[src/rtl/noc_xbar_switch.sv]
// noc_xbar_switch: registered NoC crossbar. Each output runs round-robin arbitration with
// wormhole locking; heads with an out-of-range destination are drained and counted.

module noc_xbar_out_port #(
    parameter int NUM_PORTS = 5,
    parameter int FLIT_W    = 16,
    parameter int PW        = 3
) (
    input  logic                             clk,
    input  logic                             rst_n,
    input  logic [NUM_PORTS-1:0]             req,
    input  logic [NUM_PORTS-1:0][FLIT_W-1:0] in_flit,
    input  logic [NUM_PORTS-1:0]             in_tail,
    input  logic                             out_ready,
    output logic [NUM_PORTS-1:0]             gnt,
    output logic                             locked,
    output logic [PW-1:0]                    owner,
    output logic [FLIT_W-1:0]                out_flit,
    output logic                             out_tail,
    output logic                             out_valid
);
    logic [PW-1:0] rr_ptr, win, win_nxt;
    logic          found, ld, xfer;

    // While locked only the owner raises req, so the same search yields the owner.
    always_comb begin
        int idx;
        found = 1'b0;
        win   = '0;
        idx   = 0;
        for (int i = 0; i < NUM_PORTS; i++) begin
            idx = (int'(rr_ptr) + i) % NUM_PORTS;
            if (!found && req[idx]) begin
                found = 1'b1;
                win   = PW'(idx);
            end
        end
    end

    assign win_nxt = (win == PW'(NUM_PORTS - 1)) ? '0 : win + 1'b1;
    assign ld      = !out_valid || out_ready;
    assign xfer    = found && ld;
    assign gnt     = xfer ? (NUM_PORTS'(1) << win) : '0;

    always_ff @(posedge clk or negedge rst_n) begin
        if (!rst_n) begin
            out_valid <= 1'b0;
            out_flit  <= '0;
            out_tail  <= 1'b0;
            locked    <= 1'b0;
            owner     <= '0;
            rr_ptr    <= '0;
        end else if (xfer) begin
            out_valid <= 1'b1;
            out_flit  <= in_flit[win];
            out_tail  <= in_tail[win];
            if (in_tail[win]) begin
                locked <= 1'b0;
                rr_ptr <= win_nxt;
            end else begin
                locked <= 1'b1;
                owner  <= win;
            end
        end else if (out_ready) begin
            out_valid <= 1'b0;
        end
    end
endmodule

module noc_xbar_switch #(
    parameter int NUM_PORTS = 5,
    parameter int FLIT_W    = 16,
    parameter int DEST_W    = $clog2(NUM_PORTS)
) (
    input  logic                          clk_i,
    input  logic                          rst_n_i,
    input  logic [NUM_PORTS*FLIT_W-1:0]   in_flit_i,
    input  logic [NUM_PORTS*DEST_W-1:0]   in_dest_i,
    input  logic [NUM_PORTS-1:0]          in_tail_i,
    input  logic [NUM_PORTS-1:0]          in_valid_i,
    output logic [NUM_PORTS-1:0]          in_ready_o,
    output logic [NUM_PORTS*FLIT_W-1:0]   out_flit_o,
    output logic [NUM_PORTS-1:0]          out_tail_o,
    output logic [NUM_PORTS-1:0]          out_valid_o,
    input  logic [NUM_PORTS-1:0]          out_ready_i,
    output logic [7:0]                    drop_cnt_o
);
    localparam int              PW = (NUM_PORTS > 1) ? $clog2(NUM_PORTS) : 1;
    localparam logic [DEST_W:0] NP = (DEST_W + 1)'(NUM_PORTS);

    logic [NUM_PORTS-1:0][FLIT_W-1:0]    in_flit, out_flit;
    logic [NUM_PORTS-1:0][DEST_W-1:0]    in_dest;
    logic [NUM_PORTS-1:0][NUM_PORTS-1:0] req, gnt;
    logic [NUM_PORTS-1:0][PW-1:0]        owner;
    logic [NUM_PORTS-1:0]                locked, in_lock_any, drop_lock, drop_take, gnt_any;
    logic [8:0]                          drop_sum;

    assign in_flit    = in_flit_i;
    assign in_dest    = in_dest_i;
    assign out_flit_o = out_flit;

    always_comb begin
        in_lock_any = '0;
        for (int o = 0; o < NUM_PORTS; o++)
            if (locked[o]) in_lock_any[owner[o]] = 1'b1;
    end

    // A drop-state input and an output-locked input are mutually exclusive.
    always_comb begin
        req       = '0;
        drop_take = '0;
        for (int k = 0; k < NUM_PORTS; k++)
            drop_take[k] = in_valid_i[k] &&
                (drop_lock[k] || (!in_lock_any[k] && ({1'b0, in_dest[k]} >= NP)));
        for (int o = 0; o < NUM_PORTS; o++)
            for (int k = 0; k < NUM_PORTS; k++)
                req[o][k] = in_valid_i[k] && !drop_lock[k] &&
                    (locked[o] ? (owner[o] == PW'(k))
                               : (!in_lock_any[k] && in_dest[k] == DEST_W'(o)));
    end

    always_comb begin
        gnt_any = '0;
        for (int o = 0; o < NUM_PORTS; o++) gnt_any = gnt_any | gnt[o];
    end

    assign in_ready_o = rst_n_i ? (gnt_any | drop_take) : '0;

    for (genvar o = 0; o < NUM_PORTS; o++) begin : g_port
        noc_xbar_out_port #(.NUM_PORTS(NUM_PORTS), .FLIT_W(FLIT_W), .PW(PW)) u_port (
            .clk       (clk_i),
            .rst_n     (rst_n_i),
            .req       (req[o]),
            .in_flit   (in_flit),
            .in_tail   (in_tail_i),
            .out_ready (out_ready_i[o]),
            .gnt       (gnt[o]),
            .locked    (locked[o]),
            .owner     (owner[o]),
            .out_flit  (out_flit[o]),
            .out_tail  (out_tail_o[o]),
            .out_valid (out_valid_o[o])
        );
    end

    always_comb begin
        drop_sum = {1'b0, drop_cnt_o};
        for (int k = 0; k < NUM_PORTS; k++) drop_sum = drop_sum + 9'(drop_take[k]);
    end

    always_ff @(posedge clk_i or negedge rst_n_i) begin
        if (!rst_n_i) begin
            drop_lock  <= '0;
            drop_cnt_o <= '0;
        end else begin
            for (int k = 0; k < NUM_PORTS; k++)
                if (drop_take[k]) drop_lock[k] <= !in_tail_i[k];
            drop_cnt_o <= (drop_sum > 9'd255) ? 8'hFF : drop_sum[7:0];
        end
    end
endmodule

[config.mk]
export PLATFORM = sky130hd
export DESIGN_NAME = noc_xbar_switch
export DESIGN_NICKNAME = d
export VERILOG_FILES = /design/src/rtl/noc_xbar_switch.sv
export SDC_FILE = /design/constraint.sdc
export NUM_CORES = 1
export LEC_CHECK = 0
export BUFFER_PORTS_ARGS = -buffer_cell sky130_fd_sc_hd__buf_2
export CAP_MARGIN = 25
export CORE_MARGIN = 3
export CORE_UTILIZATION = 60
export CTS_BUF_LIST = sky130_fd_sc_hd__clkbuf_4 sky130_fd_sc_hd__clkbuf_8
export DETAILED_ROUTE_END_ITERATION = 10
export HOLD_SLACK_MARGIN = 0.05
export PLACE_DENSITY_LB_ADDON = 0.1
export REMOVE_ABC_BUFFERS = 1
export SYNTH_ARGS = -nofsm -noshare
export SYNTH_HDL_FRONTEND = slang
export SYNTH_SLANG_ARGS = --single-unit
[constraint.sdc]
create_clock -name clk_i -period 11.6 [get_ports clk_i]
set_clock_uncertainty 0.2 [all_clocks]
set_input_delay 1.16 -clock clk_i [delete_from_list [all_inputs] [get_ports clk_i]]
set_output_delay 1.16 -clock clk_i [all_outputs]
set_load 0.01 [all_outputs]
==> qor.csv <==
stage,metric,value,unit
outcome,outcome,"complete, no violations",
placed_design,Port Buf Inserts,214,
worst_hold_path,worst hold path class,flop to flop,
synth,Post-Synth Simple-Gate Area,19.4,%
drt,wl on met1,22.9,mm
die,I/O pins,215,
drt,Max Used Layer,met5,
timing,transition time at the pin with the least slew margin,1060,ps
clock_tree,total CTS buffers,17,
timing,f_max,0.111,GHz
synth,mux contribution to synthesized area,16.2,%
clock_tree,clock latency at the later pin of the worst-skew pair,480,ps
placed_design,Placement Setup Slack,3260,ps
timing,RSZ-0062 raised after global routing,no,
final_layout,final net count,2458,
synth,"Seq/Total Area, Yosys",20.0,%
timing,Final TNS setup,0,ps
synth,synthesized cell area,0.0173,mm^2
worst_setup_path,Critical Path Source Type,flop,
worst_setup_path,critical path class,flop to output port,
die,Die Width,176,um
drt,Antenna Violating Nets Remaining,0,
worst_setup_path,Critical Path Max Stage Delay,790,ps
clock_tree,CTS resizes,0,
synth,Syn Inst Count,2067,
worst_setup_path,Worst EP required,10240,ps
synth,top_reg_cell synth,dfrtp_1,
synth,Avg Synthesized Cell Area,8.35,um^2
global_route,GRT Total Usage,35.6,%
global_route,total grt overflow,0,
clock_tree,TritonCTS clock tree,yes,
timing,final setup slack of the worst path,2560,ps
placed_design,gpl congestion,0.981,
final_layout,Layout area overhead,9.53,%
synth,largest family of logic cells by synthesized area,compound AO/OA/AOI/OAI gates,
die,FP Rows,61,
synth,Synth Area in Compound Gates,25.5,%
timing,Tmin final,9040,ps
worst_setup_path,arrival time worst endpoint,7680,ps
run,maxcap violations,0,
clock_tree,CTS sink count,138,
placed_design,dpl hpwl,41.3,mm
die,Die Span Y,176,um
synth,Unique masters post-synth,121,
drt,Avg WL per Cell,21.7,um
drt,drt pass-1 iters,6,
timing,Max-slew headroom,29.1,%
worst_setup_path,"Critical Path, Cell by Cell",inv_2 -> ha_1 -> inv_1 -> ha_1 -> inv_1 -> ha_1 -> o31ai_1 -> xnor2_1 -> ha_1 -> nand2b_1 -> a22oi_1 -> mux2i_1 -> nor4_1 -> nand2_1 -> a41oi_1 -> nor2_1 -> o31ai_4 -> buf_4 -> clkinv_1 -> ha_1 -> ha_1 -> a222oi_1 -> a31oi_1 -> buf_2,
clock_tree,H-Tree Depth,4,
timing,final hold vios,0,
drt,vias per std cell,6.71,
clock_tree,Clock Tree Root,clkbuf_8,
synth,Synth Warn #,0,
synth,"Async S/R FF share, synth",100,%
synth,Yosys top cell by area,dfrtp_1,
synth,xor/xnor share of the synthesized area,2.88,%
worst_setup_path,CP dominant cell by count,ha_1,
clock_tree,hold buffer count at cts,0,
synth,"EDFF count, synth",0,
die,die area,0.0308,mm^2
die,initial core utilization,61.4,%
global_route,initial antenna violation count,5,
clock_tree,clk buf depth,2,
drt,drt drc,0,
synth,Post-Synth Adder-Cell Area,9.96,%
worst_setup_path,top fanout value on the critical path,37,
synth,"flops & latches, synth",138,
timing,Final Max Slew Viols,0,
timing,endpoints failing setup,0,
synth,ranking of synthesized cells by area,"dfrtp_1 (20%), mux2i_1 (11%), ha_1 (9.5%), mux2_2 (3.8%), nand2_1 (3.7%)",
worst_setup_path,Slowest cell on crit path,clkinv_1,
clock_tree,clk slew on worst S/H paths,90,ps
global_route,first-pass GRT wire length,88.9,mm
global_route,vias in the first global route,16600,
drt,DR WL met2,26.5,mm
synth,post-synth top area share,20.0,%
worst_setup_path,critical path endpoint category,output port,
drt,vias,17500,
global_route,largest net degree at the start of global routing,76,
drt,Met3 Wirelength,4.73,mm
clock_tree,Post-CTS Setup Bufs,0,
drt,overall routed net length,56.4,mm
final_layout,fraction of layout cells with a size suffix above 1,18.8,%
die,CORE AREA,0.0281,mm^2
timing,Final Cycle Share,77.9,%
drt,first-iteration detailed-routing DRC count,1729,
-- routing by layer --
metal / up-vias / global-route usage [%]
met5: - / 0
met4: 4 / 13.5
met3: 171 / 6.55
met2: 845 / 59.5
met1: 8451 / 45.8
li1: 8007 / -
-- synth_stat cells, types with 19 or more instances --
library cell,number
a32o_1,22
o21ai_0,121
nor3_1,42
dfrtp_1,138
clkbuf_1,56
inv_1,103
o221ai_1,19
o22ai_1,33
buf_2,26
a31oi_1,22
nor2_1,136
buf_4,22
or3_1,22
nand2_1,169
nand3_1,25
mux2_2,58
o21a_1,35
mux2i_1,196
a21oi_1,111
xnor2_1,40
a22oi_1,27
ha_1,131
nand2b_1,45
o21ai_1,25
and3_1,22
-- per-stage QoR --
stage	area, um^2	std cells	utilization (%)	hold slack, ps
2_1_floorplan	16700	1952	-	280
3_3_place_gp	18500	2569	65.8	257
3_5_place_dp	18500	2569	65.8	266
4_1_cts	18900	2600	67.3	287
5_1_grt	18900	2604	67.3	309
6_report	18900	2604	67.3	286
-- layout make-up --
class                      instances  area [um^2]
tap                              378          473
antenna                            3         7.51
multi-input combinational       1698        12900
sequential                       138         3450
clock inverter                    14          175
clock buffer                      17          234
inverter                         116          435
fill                            2440         9190
timing repair buffer             240         1270
-- sequential cells by signal (all words and copies together), names as in the netlist --
signal,cells
drop_cnt_o,8
drop_lock,5
g_port.u_port.locked,5
g_port.u_port.out_flit,80
g_port.u_port.out_tail,5
g_port.u_port.out_valid,5
g_port.u_port.owner,15
g_port.u_port.rr_ptr,15
-- kinds of logic (layout without fill, tap and decap cells) --
family | count (synthesis) | after routing
adder cells (fa/ha/maj) | 135 | 135
AO/OA/AOI/OAI | 623 | 623
buffers and inverters | 231 | 387
multiplexers | 268 | 268
AND/OR/NAND/NOR | 620 | 620
other | 0 | 3
flip-flops | 138 | 138
XOR/XNOR | 52 | 52
-- worst max-delay path, delay by kind of cell (launching register included) --
kind | cells | cell delay (ps)
muxes | 1 | 180
and+or+nand+nor | 4 | 770
adders and majority gates | 6 | 1880
xor gates and xnor gates | 1 | 240
AOI/OAI and AO/OA | 6 | 1400
buffers and inverters | 6 | 2010
DFF | 1 | 650
-- layout by cell type (no fill, tap or decap), types with 15 or more instances in the layout --
cell type | synthesis | routed
a22oi_1 | 27 | 27
dfrtp_1 | 138 | 138
clkbuf_8 | 0 | 17
nand2_1 | 169 | 169
o221ai_1 | 19 | 19
buf_4 | 22 | 25
a31oi_1 | 22 | 21
o21ai_1 | 25 | 24
nor2_1 | 136 | 135
and2_1 | 18 | 18
nand2b_1 | 45 | 44
ha_1 | 131 | 131
xnor2_1 | 40 | 40
nor3_1 | 42 | 41
nand3_1 | 25 | 25
inv_1 | 103 | 103
a21oi_1 | 111 | 111
o21a_1 | 35 | 35
buf_2 | 26 | 214
mux2_2 | 58 | 58
o22ai_1 | 33 | 32
nor2b_1 | 18 | 18
mux2i_1 | 196 | 196
or3_1 | 22 | 22
a32o_1 | 22 | 22
a21o_1 | 16 | 16
and3_1 | 22 | 22
nand4b_1 | 15 | 15
o21ai_0 | 121 | 119
-- worst paths after layout --
path | cells after the start | slack, ps | endpoint | startpoint
setup reg to reg | 23 | 4380 | g_port[4].u_port.rr_ptr[2] | g_port[4].u_port.rr_ptr[0]
max in group asynchronous | 2 | 9310 | g_port[2].u_port.owner[1] | rst_n_i
hold reg to reg | 2 | 290 | g_port[2].u_port.out_flit[8] | g_port[2].u_port.out_flit[8]
setup / recovery | 24 | 2560 | in_ready_o[3] | g_port[4].u_port.rr_ptr[0]
hold / removal | 2 | 290 | g_port[2].u_port.out_flit[8] | g_port[2].u_port.out_flit[8]
min in group asynchronous | 1 | 470 | g_port[3].u_port.out_flit[7] | rst_n_i
Power is not shown: default switching activity piles up to over one toggle a cycle in this logic, so the estimate is an artifact.
